$ cat config.mk
export PLATFORM = sky130hd
export DESIGN_NAME = block_transpose_buffer
export DESIGN_NICKNAME = d
export VERILOG_FILES = /design/src/rtl/block_transpose_buffer.sv
export SDC_FILE = /design/constraint.sdc
export NUM_CORES = 2
export LEC_CHECK = 0
export ABC_CLOCK_PERIOD_IN_PS = 13000
export CAP_MARGIN = 10
export CORE_MARGIN = 3
export CORE_UTILIZATION = 52
export CTS_CLUSTER_DIAMETER = 60
export DETAILED_ROUTE_END_ITERATION = 16
export GPL_TIMING_DRIVEN = 0
export PLACE_DENSITY_LB_ADDON = 0.08
export REMOVE_ABC_BUFFERS = 1
export SLEW_MARGIN = 40
export SYNTH_ARGS = -nofsm -noshare
export SYNTH_HDL_FRONTEND = slang
export SYNTH_SLANG_ARGS = --single-unit
$ cat constraint.sdc
create_clock -name clk -period 13 [get_ports clk]
set_clock_uncertainty 0.15 [all_clocks]
set_input_delay 2.6 -clock clk [delete_from_list [all_inputs] [get_ports clk]]
set_output_delay 2.6 -clock clk [all_outputs]
set_load 0.02 [all_outputs]
$ cat src/rtl/block_transpose_buffer.sv
// rtl/block_transpose_buffer.sv - N x N block ring buffer with per-block transposed readout
// Optional framing checker and sticky err built when BLOCK_TRANSPOSE_BUFFER_ERR_EN is defined.
module block_transpose_buffer #(
  parameter int W_IO  = 16,
  parameter int N     = 8,
  parameter int NBANK = 2
) (
  input  logic                       clk,
  input  logic                       rst,
  input  logic                       in_valid,
  output logic                       in_ready,
  input  logic [N*W_IO-1:0]          in_data,
  input  logic                       in_sob,
  input  logic                       in_eob,
  input  logic                       in_sof,
  input  logic                       in_trps,
  output logic                       out_valid,
  input  logic                       out_ready,
  output logic [N*W_IO-1:0]          out_data,
  output logic                       out_sob,
  output logic                       out_eob,
  output logic                       out_sof,
  output logic [$clog2(NBANK+1)-1:0] full_cnt,
  output logic                       err
);

  localparam int RW = $clog2(N);
  localparam int BW = $clog2(NBANK);
  localparam int CW = $clog2(NBANK + 1);

  logic [N*W_IO-1:0] mem [NBANK][N];
  logic [NBANK-1:0]  trps_flag;
  logic [NBANK-1:0]  sof_flag;

  logic [BW-1:0] wr_bank, rd_bank;
  logic [RW-1:0] wr_row, rd_row;

  logic wr_fire, rd_fire, wr_last, rd_last, commit, release_bank;

  assign in_ready     = (full_cnt != CW'(NBANK));
  assign out_valid    = (full_cnt != '0);
  assign wr_fire      = in_valid & in_ready;
  assign rd_fire      = out_valid & out_ready;
  assign wr_last      = (wr_row == RW'(N - 1));
  assign rd_last      = (rd_row == RW'(N - 1));
  assign commit       = wr_fire & wr_last;
  assign release_bank = rd_fire & rd_last;

  // Bank storage is deliberately left out of reset.
  always_ff @(posedge clk) begin
    if (wr_fire) begin
      mem[wr_bank][wr_row] <= in_data;
    end
  end

  always_ff @(posedge clk) begin
    if (rst) begin
      trps_flag <= '0;
      sof_flag  <= '0;
    end else if (wr_fire && wr_row == '0) begin
      trps_flag[wr_bank] <= in_trps;
      sof_flag[wr_bank]  <= in_sof;
    end
  end

  // Bank indices wrap naturally because NBANK is a power of two.
  always_ff @(posedge clk) begin
    if (rst) begin
      wr_row  <= '0;
      wr_bank <= '0;
    end else if (wr_fire) begin
      if (wr_last) begin
        wr_row  <= '0;
        wr_bank <= wr_bank + BW'(1);
      end else begin
        wr_row <= wr_row + RW'(1);
      end
    end
  end

  always_ff @(posedge clk) begin
    if (rst) begin
      rd_row  <= '0;
      rd_bank <= '0;
    end else if (rd_fire) begin
      if (rd_last) begin
        rd_row  <= '0;
        rd_bank <= rd_bank + BW'(1);
      end else begin
        rd_row <= rd_row + RW'(1);
      end
    end
  end

  always_ff @(posedge clk) begin
    if (rst) begin
      full_cnt <= '0;
    end else if (commit && !release_bank) begin
      full_cnt <= full_cnt + CW'(1);
    end else if (!commit && release_bank) begin
      full_cnt <= full_cnt - CW'(1);
    end
  end

  // Transposed readout gathers column rd_row across all stored rows.
  always_comb begin
    out_data = mem[rd_bank][rd_row];
    if (trps_flag[rd_bank]) begin
      for (int c = 0; c < N; c++) begin
        out_data[c*W_IO +: W_IO] = mem[rd_bank][c][int'(rd_row)*W_IO +: W_IO];
      end
    end
  end

  assign out_sob = out_valid & (rd_row == '0);
  assign out_eob = out_valid & rd_last;
  assign out_sof = out_valid & (rd_row == '0) & sof_flag[rd_bank];

`ifdef BLOCK_TRANSPOSE_BUFFER_ERR_EN
  logic err_q;

  always_ff @(posedge clk) begin
    if (rst) begin
      err_q <= 1'b0;
    end else if (wr_fire && ((in_sob != (wr_row == '0)) || (in_eob != wr_last))) begin
      err_q <= 1'b1;
    end
  end

  assign err = err_q;
`else
  logic unused_framing;
  assign unused_framing = in_sob ^ in_eob;
  assign err = 1'b0;
`endif

endmodule

-- Yosys cells after proc, flatten, opt, wreduce, memory -nomap -nowiden
Memory sizes are Yosys's and may differ from the RTL's. A register that Yosys moved wholly into a read port is not among the register bits.
Index checks and enable logic that the tools add are counted.
- add/sub/neg operators: 6
- magnitude comparators: 6
- eq/ne operators: 3
- shift operators: 8
- mux-type cells: 22
- bitwise gates (word level): 9
- reduce and logical (&&, ||, !) cells: 13
- operator list (operator ; count):
    1024-bit 2-to-1 mux ; 1
    128-bit by 8-bit variable part select with 16-bit output ; 8
    128-bit 2-to-1 mux ; 4
    128-bit binary-select mux with 3-bit select ; 1
    128-bit demux with 3-bit select ; 1
    4-bit greater-or-equal comparator (second input constant) ; 2
    1-bit 2-to-1 mux ; 8
    3-bit NOT with 4-bit output ; 2
    1-bit bitwise AND ; 7
    3-bit by 1-bit adder with 3-bit output (second input constant) ; 2
    3-bit equality test (second input constant) ; 2
    3-bit logical NOT ; 2
    3-bit 2-to-1 mux ; 2
    1-bit logical AND ; 5
    2-bit bitwise mux ; 2
    1-bit by 2-bit less-than comparator with 1-bit output (second input constant) ; 2
    4-bit by 1-bit less-than comparator with 1-bit output (second input constant) ; 1
    2-bit 2-to-1 mux ; 2
    2-bit AND reduction ; 2
    2-bit nonzero test ; 2
    1-bit adder (second input constant) ; 2
    2-bit by 1-bit adder with 2-bit output (second input constant) ; 1
    1-bit logical NOT ; 2
    2-bit != test (second input constant) ; 1
    other kinds (3) ; 3
- register bits: 14
- bits in writable memories: 2048
- bits of input ports: 136
- output and inout port bits: 136
- word-level logic and storage cells: 75
- memories kept: 1
- memories (memory ; depth ; width ; read ports ; clocked after Yosys merged registers in ; write ports ; RTL line ; text):
    mem ; 2 ; 1024 ; 1 ; 1 ; 1 ; 31 ; logic [N*W_IO-1:0] mem [NBANK][N];

-- Logic depth before layout (Yosys ltp)
- depth in word-level cells: 7
- mapped depth: 11
- depth with buffers taken out: 8

-- Worst setup path after synthesis
No wires, ideal clock.
- path type: input to register
- start point: input in_valid
- end point: memory mem[0][512] (netlist name), enable pin
- library setup time: 0.772 ns
- data arrival time: 11.693 ns
- required time: 12.078 ns
- slack: 0.385 ns
- stages: 4
- buffers on the path: 1
- cells stage by stage: and2_1 clkbuf_1 nand3_1 nor3_1
- word-level cells in the longest chain between the ends: 3
- RTL lines (what ; RTL line ; text):
    start: declaration ; 10 ; input logic in_valid,
    1-bit bitwise AND ; 42 ; assign wr_fire = in_valid & in_ready;
    1-bit 2-to-1 mux ; 51 ; if (wr_fire) begin
    1024-bit 2-to-1 mux (implied by the code) ; 52 ; mem[wr_bank][wr_row] <= in_data;
    end: declaration ; 31 ;
No other way between the ends.

==> impl_metrics.toml <==
[final_layout]
fillers = 12492
register_area_um2 = 61800
multiInputGateArea_um2 = 27600
final_area_um2 = 108000
most-common-layout-cells = "2,048 x edfxtp_1, 575 x mux4_2, 445 x mux2i_1"
nets = 5721
finish.utilization = 0.618
final_common_cell = "edfxtp_1"
drive_above_1_share = 0.246
area_growth_pct = 17.9

[clock_network]
post_cts_buffers = 0
cts_sinks = 2063
htree_levels = 4
clk_latency_ns = 0.85
cts_made_buffers = 212
hold_buffers = 0
cts_root_buffer = "clkbuf_16"
clk_pin_slew_ns = 0.06
cts_tree = "done"
clk_path_buf_depth = 3
cts_resized = 0

[place]
pre_cts_ws_ns = 4.93
hpwl_um = 170000
place_area_um2 = 101000
routabilityCongestion = 0.765
port_buffers = 268

[timing]
worst_pin_slew_ns = 0.792
whs_ns = 0.356
rsz0062_at_grt = "no"
fmax_mhz = 114
min_period_ns = 8.80
setup_viol = 0
drv_slew = 0
relSlewSlack = 0.459
finalCritPeriodShare = 0.677
setup_ws_ns = 4.20
finalHoldViolCount = 0

[setup_path]
path_class = "reg2out"
critPathArrivalTime_ns = 6.05
cp-end-kind = "primary output"
reg2reg_slack_ns = 9.03
required_ns = 10.25
start_kind = "flip-flop"
crit_fanout = 31

[global_route]
grt_pass1_vias = 53533
overflow = 0
grt_first_pass_wirelength_um = 367000
track_usage = 0.277
grt_max_degree = 62
grt_antenna_before_repair = 22

[floorplanning]
start_util = 0.525
coreArea_um2 = 174000
dieArea_um2 = 181000
die_w_um = 425
dieHeight_um = 425
io-pin-count = 272
core.rowCount = 153

[synthesis]
seq_area_frac_synth = 0.676
synth_ff_type = "edfxtp_1"
async_flop_share = 0
syn_area_um2 = 91500
syn_area_per_cell_um2 = 17.9
yosysUniqueCellTypes = 70
synth_edf_count = 2048
ys_ff_latch = 2063
yosys_warnings = 0
syn_inst = 5100

[detailed_routing]
routed_wl_um = 249000
drc_errors = 0
initialDrtViolationCount = 5162
first_pass_iters = 5
vias = 52270
viasPerCell = 6.46
post_drt_wl_per_cell_um = 30.7
postRouteAntennaNets = 0

[pwr]
power.density_nw_per_um2 = 128
ir_drop_mv = 0.151
leakage_uw = 0.0333

[run]
drv.max_cap_violation_count = 0

[worst_hold_path]
hp-class = "reg2reg"

[outcome]
outcome = "finished, final reports clean"
[path summary, 6_finish.rpt]
check               from            to  cells after the start
max reg2reg  full_cnt[0]   mem[0][600]                     12
min reg2reg  sof_flag[0]   sof_flag[0]                      2
max            flip-flop  out_data[36]                     15
min          sof_flag[0]   sof_flag[0]                      2
[layer usage]
layer  vias to the layer above  wire [um]  track usage
met1                     27477     102000        0.389
met4                         2       8690       0.0962
met5                         -         13            0
met2                      2119     121000        0.446
li1                      22228          -            -
met3                       444      17200       0.0418
[cells by family after synthesis]
family                     count (synthesis)  synth area share
other                                      1         0.0000410
adders and majority gates                  7          0.000957
buffers and inverters                    403            0.0250
DFF                                     2063             0.676
xor gates and xnor gates                   4          0.000383
and+or+nand+nor                          639            0.0304
muxes                                   1137             0.205
AOI/OAI and AO/OA                        846            0.0628
[stage by stage]
| step | TNS, ns | std cells | power [uW] |
|---|---|---|---|
| 3_5_place_dp | 0 | 7689 | 8190 |
| 6_report | 0 | 8089 | 13800 |
| 2_1_floorplan | -3953.20 | 4704 | 7850 |
| 4_1_cts | 0 | 8076 | 13900 |
| 3_3_place_gp | - | 7297 | 8230 |
| 5_1_grt | 0 | 8083 | 14200 |
[worst max-delay path, cell delays in order (launching register included)]
cell and delay (ns):
dfxtp_4 0.68, buf_12 0.29, buf_12 0.25, buf_12 0.28, buf_12 0.27, buf_12 0.28
buf_12 0.27, buf_12 0.25, buf_12 0.22, buf_12 0.24, buf_12 0.23, a211oi_1 0.13
o31ai_1 0.60, a221oi_1 0.20, a31oi_1 0.25, clkdlybuf4s50_1 0.66
[sequential cells by signal, indices dropped and copies added, names as in the netlist, named ones only]
name       flops
rd_bank        1
mem         2048
sof_flag       2
trps_flag      2
wr_bank        1
full_cnt       2
wr_row         3
rd_row         3
[cell type report]
class / count / share of cell area
multi-input combinational: 2634 / 0.256
antenna: 13 / 0.000302
clock inverter: 114 / 0.00729
sequential: 2063 / 0.573
clock buffer: 273 / 0.0527
timing repair buffer: 660 / 0.0830
tap: 2325 / 0.0270
inverter: 7 / 0.000452
[where the power goes]
group	total [uW]	internal, uW	switching (uW)
Clock	5710	3220	2490
Sequential	7400	7380	20.4
Combinational	645	261	384
Total	13800	10900	2890
[Yosys cell counts (49+ instances only)]
cell      instances  area share
edfxtp_1       2048        0.67
nor2b_1          63      0.0043
o21ai_0         166      0.0091
a21oi_1         181      0.0099
buf_6            49      0.0060
nand2_1         276       0.011
buf_2           108      0.0059
a221oi_1         59      0.0056
mux2i_1         445       0.049
a211oi_1         87      0.0071
mux4_2          575        0.14
mux2_2          116       0.014
buf_4            70      0.0057
clkbuf_1        144      0.0059
o221ai_1         64      0.0061
nor2_1          187      0.0077
Note: power is estimated with default switching activity, not from simulation.
